## config.mk

```make
export PLATFORM = sky130hd
export DESIGN_NAME = daq_rate_sel_ctrl
export DESIGN_NICKNAME = d
export VERILOG_FILES = /design/src/rtl/daq_rate_sel_ctrl.sv
export SDC_FILE = /design/constraint.sdc
export NUM_CORES = 1
export LEC_CHECK = 0
export ABC_AREA = 1
export CAP_MARGIN = 20
export CORE_MARGIN = 2
export CORE_UTILIZATION = 45
export CTS_BUF_LIST = sky130_fd_sc_hd__clkbuf_4 sky130_fd_sc_hd__clkbuf_8
export DETAILED_ROUTE_END_ITERATION = 10
export PLACE_DENSITY = 0.81
export SETUP_SLACK_MARGIN = 0.4
export SLEW_MARGIN = 20
export SYNTH_ARGS = -nofsm -noshare
export SYNTH_HDL_FRONTEND = slang
export SYNTH_SLANG_ARGS = --single-unit
```

## constraint.sdc

```tcl
create_clock -name CLK -period 2.6 [get_ports CLK]
set_clock_uncertainty 0.1 [all_clocks]
set_input_delay 0.65 -clock CLK [delete_from_list [all_inputs] [get_ports CLK]]
set_output_delay 0.65 -clock CLK [all_outputs]
set_load 0.01 [all_outputs]
```

## src/rtl/daq_rate_sel_ctrl.sv

```systemverilog
// ============================================================================
// Module   : daq_rate_sel_ctrl
// Purpose  : Line-rate change sequencer (refclk -> word clock -> clock divider
//            reset -> PCS reset). Optional watchdog: DAQ_RATE_TIMEOUT_EN.
// Revision : 1.0 - initial release
// ============================================================================
`default_nettype none

module daq_rate_sel_ctrl #(
    parameter int NUM_RATES   = 4,
    parameter int RATE_W      = 2,
    parameter int RST_RATE    = 0,
    parameter int WRD_HOLD    = 4,
    parameter int PCS_HOLD    = 4,
    parameter int TIMEOUT_CYC = 1023
) (
    input  logic                   CLK,
    input  logic                   RST,
    input  logic [RATE_W-1:0]      RATE_REQ,
    input  logic [6*NUM_RATES-1:0] RATE_CFG,
    input  logic                   TXRATEDONE,
    input  logic                   CDV_DONE,
    output logic                   CDV_INIT,
    output logic [2:0]             CLK_SEL,
    output logic [1:0]             RATE_SEL,
    output logic                   WRDCLKSEL,
    output logic                   PCSRST,
    output logic [RATE_W-1:0]      CUR_RATE,
    output logic [NUM_RATES-1:0]   RATE_ONEHOT,
    output logic                   BUSY,
    output logic                   DONE_PLS,
    output logic                   BAD_REQ,
    output logic                   TIMEOUT_ERR,
    output logic [2:0]             DQRT_STATE
);

    typedef enum logic [2:0] {
        ST_STEADY    = 3'd0,
        ST_REFCLK    = 3'd1,
        ST_WRDCLK    = 3'd2,
        ST_RSTCLKDIV = 3'd3,
        ST_RSTPCS    = 3'd4
    } state_t;

    localparam int c_hold_max = (WRD_HOLD > PCS_HOLD) ? WRD_HOLD : PCS_HOLD;
    localparam int c_cnt_max  = (c_hold_max > TIMEOUT_CYC) ? c_hold_max : TIMEOUT_CYC;
    localparam int c_cnt_w    = $clog2(c_cnt_max + 1);

    localparam logic [c_cnt_w:0]       c_wrd_hold = (c_cnt_w+1)'(WRD_HOLD);
    localparam logic [c_cnt_w:0]       c_pcs_hold = (c_cnt_w+1)'(PCS_HOLD);
    localparam logic [c_cnt_w:0]       c_cnt_one  = (c_cnt_w+1)'(1);
    localparam logic [RATE_W:0]        c_num_rates = (RATE_W+1)'(NUM_RATES);
    localparam logic [RATE_W-1:0]      c_rst_rate = RATE_W'(RST_RATE);
    localparam logic [NUM_RATES-1:0]   c_one_hot0 = NUM_RATES'(1);
`ifdef DAQ_RATE_TIMEOUT_EN
    localparam logic [c_cnt_w:0]       c_timeout  = (c_cnt_w+1)'(TIMEOUT_CYC);
`endif

    state_t               r_state, w_nxt_state;
    logic [RATE_W-1:0]    r_cur, r_tgt, w_cur_nxt, w_tgt_nxt;
    logic [c_cnt_w-1:0]   r_cnt, w_cnt_nxt;
    logic [c_cnt_w:0]     w_cnt_inc;
    logic                 w_req_ok, r_req_bad;
    logic [RATE_W-1:0]    r_req_prev;
    logic                 w_done_nxt, w_bad_nxt, w_timeout;
    logic [5:0]           w_cfg [1<<RATE_W];
    logic [5:0]           w_sel_cfg, w_cur_cfg;

    logic                 r_cdv_init, r_wrdclksel, r_pcsrst, r_busy;
    logic                 r_done, r_bad, r_terr;
    logic [2:0]           r_clk_sel;
    logic [1:0]           r_rate_sel;
    logic [NUM_RATES-1:0] r_onehot;

    // Unused index slots read as zero so any RATE_W-wide index is safe.
    for (genvar gi = 0; gi < (1 << RATE_W); gi++) begin : g_cfg
        if (gi < NUM_RATES) begin : g_used
            assign w_cfg[gi] = RATE_CFG[6*gi +: 6];
        end else begin : g_pad
            assign w_cfg[gi] = 6'd0;
        end
    end

    assign w_req_ok  = ({1'b0, RATE_REQ} < c_num_rates);
    assign w_cnt_inc = {1'b0, r_cnt} + c_cnt_one;

    always_comb begin
        w_nxt_state = r_state;
        w_tgt_nxt   = r_tgt;
        w_cur_nxt   = r_cur;
        w_cnt_nxt   = '0;
        w_done_nxt  = 1'b0;
        w_bad_nxt   = 1'b0;
        w_timeout   = 1'b0;
        case (r_state)
            ST_STEADY: begin
                if (w_req_ok && (RATE_REQ != r_cur)) begin
                    w_nxt_state = ST_REFCLK;
                    w_tgt_nxt   = RATE_REQ;
                end else if (!w_req_ok && !(r_req_bad && (RATE_REQ == r_req_prev))) begin
                    w_bad_nxt = 1'b1;
                end
            end
            ST_REFCLK: begin
                if (TXRATEDONE) begin
                    w_nxt_state = ST_WRDCLK;
                end else begin
`ifdef DAQ_RATE_TIMEOUT_EN
                    if (w_cnt_inc == c_timeout) begin
                        w_timeout = 1'b1;
                    end else begin
                        w_cnt_nxt = w_cnt_inc[c_cnt_w-1:0];
                    end
`endif
                end
            end
            ST_WRDCLK: begin
                if (w_cnt_inc == c_wrd_hold) begin
                    w_nxt_state = ST_RSTCLKDIV;
                end else begin
                    w_cnt_nxt = w_cnt_inc[c_cnt_w-1:0];
                end
            end
            ST_RSTCLKDIV: begin
                if (CDV_DONE) begin
                    w_nxt_state = ST_RSTPCS;
                end else begin
`ifdef DAQ_RATE_TIMEOUT_EN
                    if (w_cnt_inc == c_timeout) begin
                        w_timeout   = 1'b1;
                        w_nxt_state = ST_REFCLK;
                    end else begin
                        w_cnt_nxt = w_cnt_inc[c_cnt_w-1:0];
                    end
`endif
                end
            end
            ST_RSTPCS: begin
                if (w_cnt_inc == c_pcs_hold) begin
                    w_nxt_state = ST_STEADY;
                    w_cur_nxt   = r_tgt;
                    w_done_nxt  = 1'b1;
                end else begin
                    w_cnt_nxt = w_cnt_inc[c_cnt_w-1:0];
                end
            end
            default: w_nxt_state = ST_STEADY;
        endcase
    end

    // Selects follow the target during a transition, except that the word
    // clock keeps the old rate until the reference clock has switched.
    assign w_cur_cfg = w_cfg[w_cur_nxt];
    assign w_sel_cfg = (w_nxt_state == ST_STEADY) ? w_cur_cfg : w_cfg[w_tgt_nxt];

    always_ff @(posedge CLK) begin
        if (RST) begin
            r_state     <= ST_STEADY;
            r_cur       <= c_rst_rate;
            r_tgt       <= c_rst_rate;
            r_cnt       <= '0;
            r_req_bad   <= 1'b0;
            r_req_prev  <= '0;
            r_cdv_init  <= 1'b1;
            r_pcsrst    <= 1'b0;
            r_busy      <= 1'b0;
            r_done      <= 1'b0;
            r_bad       <= 1'b0;
            r_terr      <= 1'b0;
            r_clk_sel   <= w_cfg[c_rst_rate][2:0];
            r_rate_sel  <= w_cfg[c_rst_rate][4:3];
            r_wrdclksel <= w_cfg[c_rst_rate][5];
            r_onehot    <= c_one_hot0 << c_rst_rate;
        end else begin
            r_state     <= w_nxt_state;
            r_cur       <= w_cur_nxt;
            r_tgt       <= w_tgt_nxt;
            r_cnt       <= w_cnt_nxt;
            r_req_bad   <= !w_req_ok;
            r_req_prev  <= RATE_REQ;
            r_cdv_init  <= (w_nxt_state == ST_REFCLK) || (w_nxt_state == ST_WRDCLK);
            r_pcsrst    <= (w_nxt_state == ST_RSTPCS);
            r_busy      <= (w_nxt_state != ST_STEADY);
            r_done      <= w_done_nxt;
            r_bad       <= w_bad_nxt;
            r_terr      <= r_terr | w_timeout;
            r_clk_sel   <= w_sel_cfg[2:0];
            r_rate_sel  <= w_sel_cfg[4:3];
            r_wrdclksel <= (w_nxt_state == ST_REFCLK) ? w_cur_cfg[5] : w_sel_cfg[5];
            r_onehot    <= (w_nxt_state != ST_STEADY) ? '0 : (c_one_hot0 << w_cur_nxt);
        end
    end

    assign CDV_INIT    = r_cdv_init;
    assign CLK_SEL     = r_clk_sel;
    assign RATE_SEL    = r_rate_sel;
    assign WRDCLKSEL   = r_wrdclksel;
    assign PCSRST      = r_pcsrst;
    assign CUR_RATE    = r_cur;
    assign RATE_ONEHOT = r_onehot;
    assign BUSY        = r_busy;
    assign DONE_PLS    = r_done;
    assign BAD_REQ     = r_bad;
    assign TIMEOUT_ERR = r_terr;
    assign DQRT_STATE  = r_state;

endmodule

`default_nettype wire

```

==> flow_metrics.tcl <==
set metrics [dict create \
    final_net_count 403 \
    synth_sequential_area_ratio 0.296 \
    power-per-cell-area_mw_per_mm2 477 \
    design.die.area_sq_mm 0.00522 \
    worstSkewPairLatency_ns 0.29 \
    synthesis.yosys.warnings 0 \
    ys_seq_elements 31 \
    worst_pin_slew_ns 0.817 \
    critical_path.endpoint_type "output pin" \
    register_area_sq_um 633 \
    syn_area_per_cell_sq_um 6.83 \
    clock.fmax_mhz 462 \
    yosys_most_used_dff "sky130_fd_sc_hd__dfxtp_1" \
    synth.area.top_cells "sky130_fd_sc_hd__dfxtp_1, sky130_fd_sc_hd__nand2_1, sky130_fd_sc_hd__nand3_1" \
    worst-endpoint-required_ns 1.85 \
    routed_wire_length_per_instance_um 13.0 \
    synthDominantAreaCellType "sky130_fd_sc_hd__dfxtp_1" \
    multi_input_comb_area_sq_mm 0.00141 \
    first_pass_iters 4 \
    gp_congestion 0.919 \
    root_cell_of_the_clock_tree "sky130_fd_sc_hd__clkbuf_8" \
    preCtsSetupSlack_ns -0.0700 \
    period_minus_slack_ns 2.17 \
    final_util 0.672 \
    drt_drc_violations_left 0 \
    fraction_of_final_layout_cells_with_drive_strength_greater_than_1 0.241 \
    initialDrtViolationCount 124 \
    total_wire_length_mm 5.54 \
    timing_hold_violations_final 0 \
    timing.critical_path.slowest_cell_delay_ns 0.60 \
    postSynthCellCount 307 \
    maximum_root_to_sink_buffer_count 2 \
    async_reset_ff_frac 0 \
    synth.top_cells.by_count "sky130_fd_sc_hd__nand2_1, sky130_fd_sc_hd__inv_1, sky130_fd_sc_hd__nand3_1, sky130_fd_sc_hd__dfxtp_1, sky130_fd_sc_hd__nor2_1" \
    maxSlewHeadroom 0.453 \
    crit_arrival_ns 1.42 \
    finalNonFillerCells 425 \
    worst_hold_slack_ns 0.359 \
    synth_largest_type_area_fraction 0.296 \
    path_cells "clkdlybuf4s50_1" \
    worst_setup_hold_path_clk_slew_ns 0.07 \
    filler_cell_count 366 \
    timing_max_transition_violations_final 0 \
    grt_antenna_before_repair 0 \
    synth_enable_flop_cells 0 \
    min_period_over_period 0.833 \
    syn_to_final_growth_pct 41.5 \
    max_cap_violations 0 \
    fin_total_pwr_mw 1.41 \
    status "finished, final reports clean" \
    portBuffers 48 \
    cts_tree "yes" \
    core_area_sq_mm 0.00441 \
    grt_pass1_vias 2075 \
    placed_cell_area_sq_mm 0.00265 \
    finalWorstSetupSlack_ns 0.435 \
    globalRoute.totalOverflow 0 \
    cp_num_buf_inv 1 \
    htree_levels 2 \
    syn_std_cell_area_sq_mm 0.00210 \
    viasPerCell 5.17 \
    p_leak_nw 1.27 \
    initial_core_util 0.475 \
    worst_hold_path_type "reg -> reg" \
    ir_drop_uv 236 \
    grt_use_total 0.213 \
    holdBufCountCts 0 \
    number_of_nets_still_failing_antenna_checks_after_routing 0 \
    pin_count_of_the_biggest_net_entering_global_routing 20 \
    setup_repair_after_global_routing_missed_its_margin "yes" \
    post_synth_num_cell_types 36 \
    setup_viol 0 \
    cell_with_the_biggest_individual_delay_on_the_critical_path "sky130_fd_sc_hd__clkdlybuf4s50_1" \
    floorplan.io_pins 51 \
    first_pass_grt_wire_length_mm 8.72 \
    crit_type "reg -> out" \
    place.detailed.instances 409 \
    clkSinkCount 31 \
    place.detailed.hpwl_mm 3.89 \
    num_vias 2199 \
    critical_path.top_delay_family "buffers and inverters" \
    die_h_um 72.3 \
    rows 24 \
    critical_path_peak_fanout 8 \
    setup-tns-final_ns 0 \
    final_design_area_no_fill_sq_mm 0.00297 \
    critPathLaunchType "register" \
    synthMostInstantiatedCell "sky130_fd_sc_hd__nand2_1" \
    diodes 0 \
    cts-buffers-inserted 5 \
    die_extent_in_x_um 72.3 \
]
-- metal layers --
metal  share of wire  global-route usage  vias up
li1                -                   -     1108
met1            0.40               0.256      986
met2            0.51               0.351       91
met3           0.057              0.0431       14
met4           0.030               0.124        0
met5               0                   0        -
-- power breakdown --
group | switching (mW) | internal (mW)
Combinational | 0.263 | 0.228
Clock | 0.185 | 0.208
Sequential | 0.0173 | 0.512
-- state kept, by name, summed over array words and instances (netlist names) --
| signal | cells |
|---|---|
| CDV_INIT | 1 |
| WRDCLKSEL | 1 |
| DQRT_STATE | 3 |
| CLK_SEL | 3 |
| BUSY | 1 |
| DONE_PLS | 1 |
| r_tgt | 2 |
| r_cnt | 10 |
| RATE_ONEHOT | 4 |
| PCSRST | 1 |
| RATE_SEL | 2 |
| CUR_RATE | 2 |
-- layout make-up --
class	count	share of cell area
flip-flops and latches	31	0.213
clock buffers	7	0.0283
repair buffers	62	0.199
multi-input cells	226	0.476
inverters	46	0.0590
clock inverters	1	0.00169
well taps	52	0.0219
-- kinds of logic (layout without fill, tap and decap cells) --
| kind of cell | Yosys count | count (layout) | share of synthesized area |
|---|---|---|---|
| and+or+nand+nor | 188 | 189 | 0.493 |
| buffers and inverters | 52 | 116 | 0.105 |
| AOI/OAI and AO/OA | 32 | 32 | 0.0895 |
| DFF | 31 | 31 | 0.296 |
| xor gates and xnor gates | 2 | 2 | 0.00835 |
| adders and majority gates | 1 | 1 | 0.00597 |
| other | 1 | 2 | 0.00179 |
-- cell usage in the layout (no fill, tap or decap), types with 10 or more instances in the layout --
master and count:
sky130_fd_sc_hd__nor2_1 24, sky130_fd_sc_hd__nand2_2 15, sky130_fd_sc_hd__inv_1 40, sky130_fd_sc_hd__nand3_1 34, sky130_fd_sc_hd__clkdlybuf4s50_1 46, sky130_fd_sc_hd__buf_4 10, sky130_fd_sc_hd__nand2_1 73, sky130_fd_sc_hd__o21ai_0 11
sky130_fd_sc_hd__dfxtp_1 25
-- timing repair --
item,4_1_cts,5_1_grt
resized for setup,25,19
gates cloned,0,2
endpoints found under the setup margin,9,13
pin swaps,4,17
setup buffers,0,6
-- worst paths after layout --
kind,from,end,slack (ns),cells after the start
worst max-delay path,DQRT_STATE[2],DQRT_STATE[2],0.43,1
worst min-delay path,r_cnt[0],r_cnt[0],0.36,1
worst max register to register,r_cnt[0],RATE_SEL[0],0.43,14
worst min register to register,r_cnt[0],r_cnt[0],0.36,1
Power figures use the tool's default switching activity.
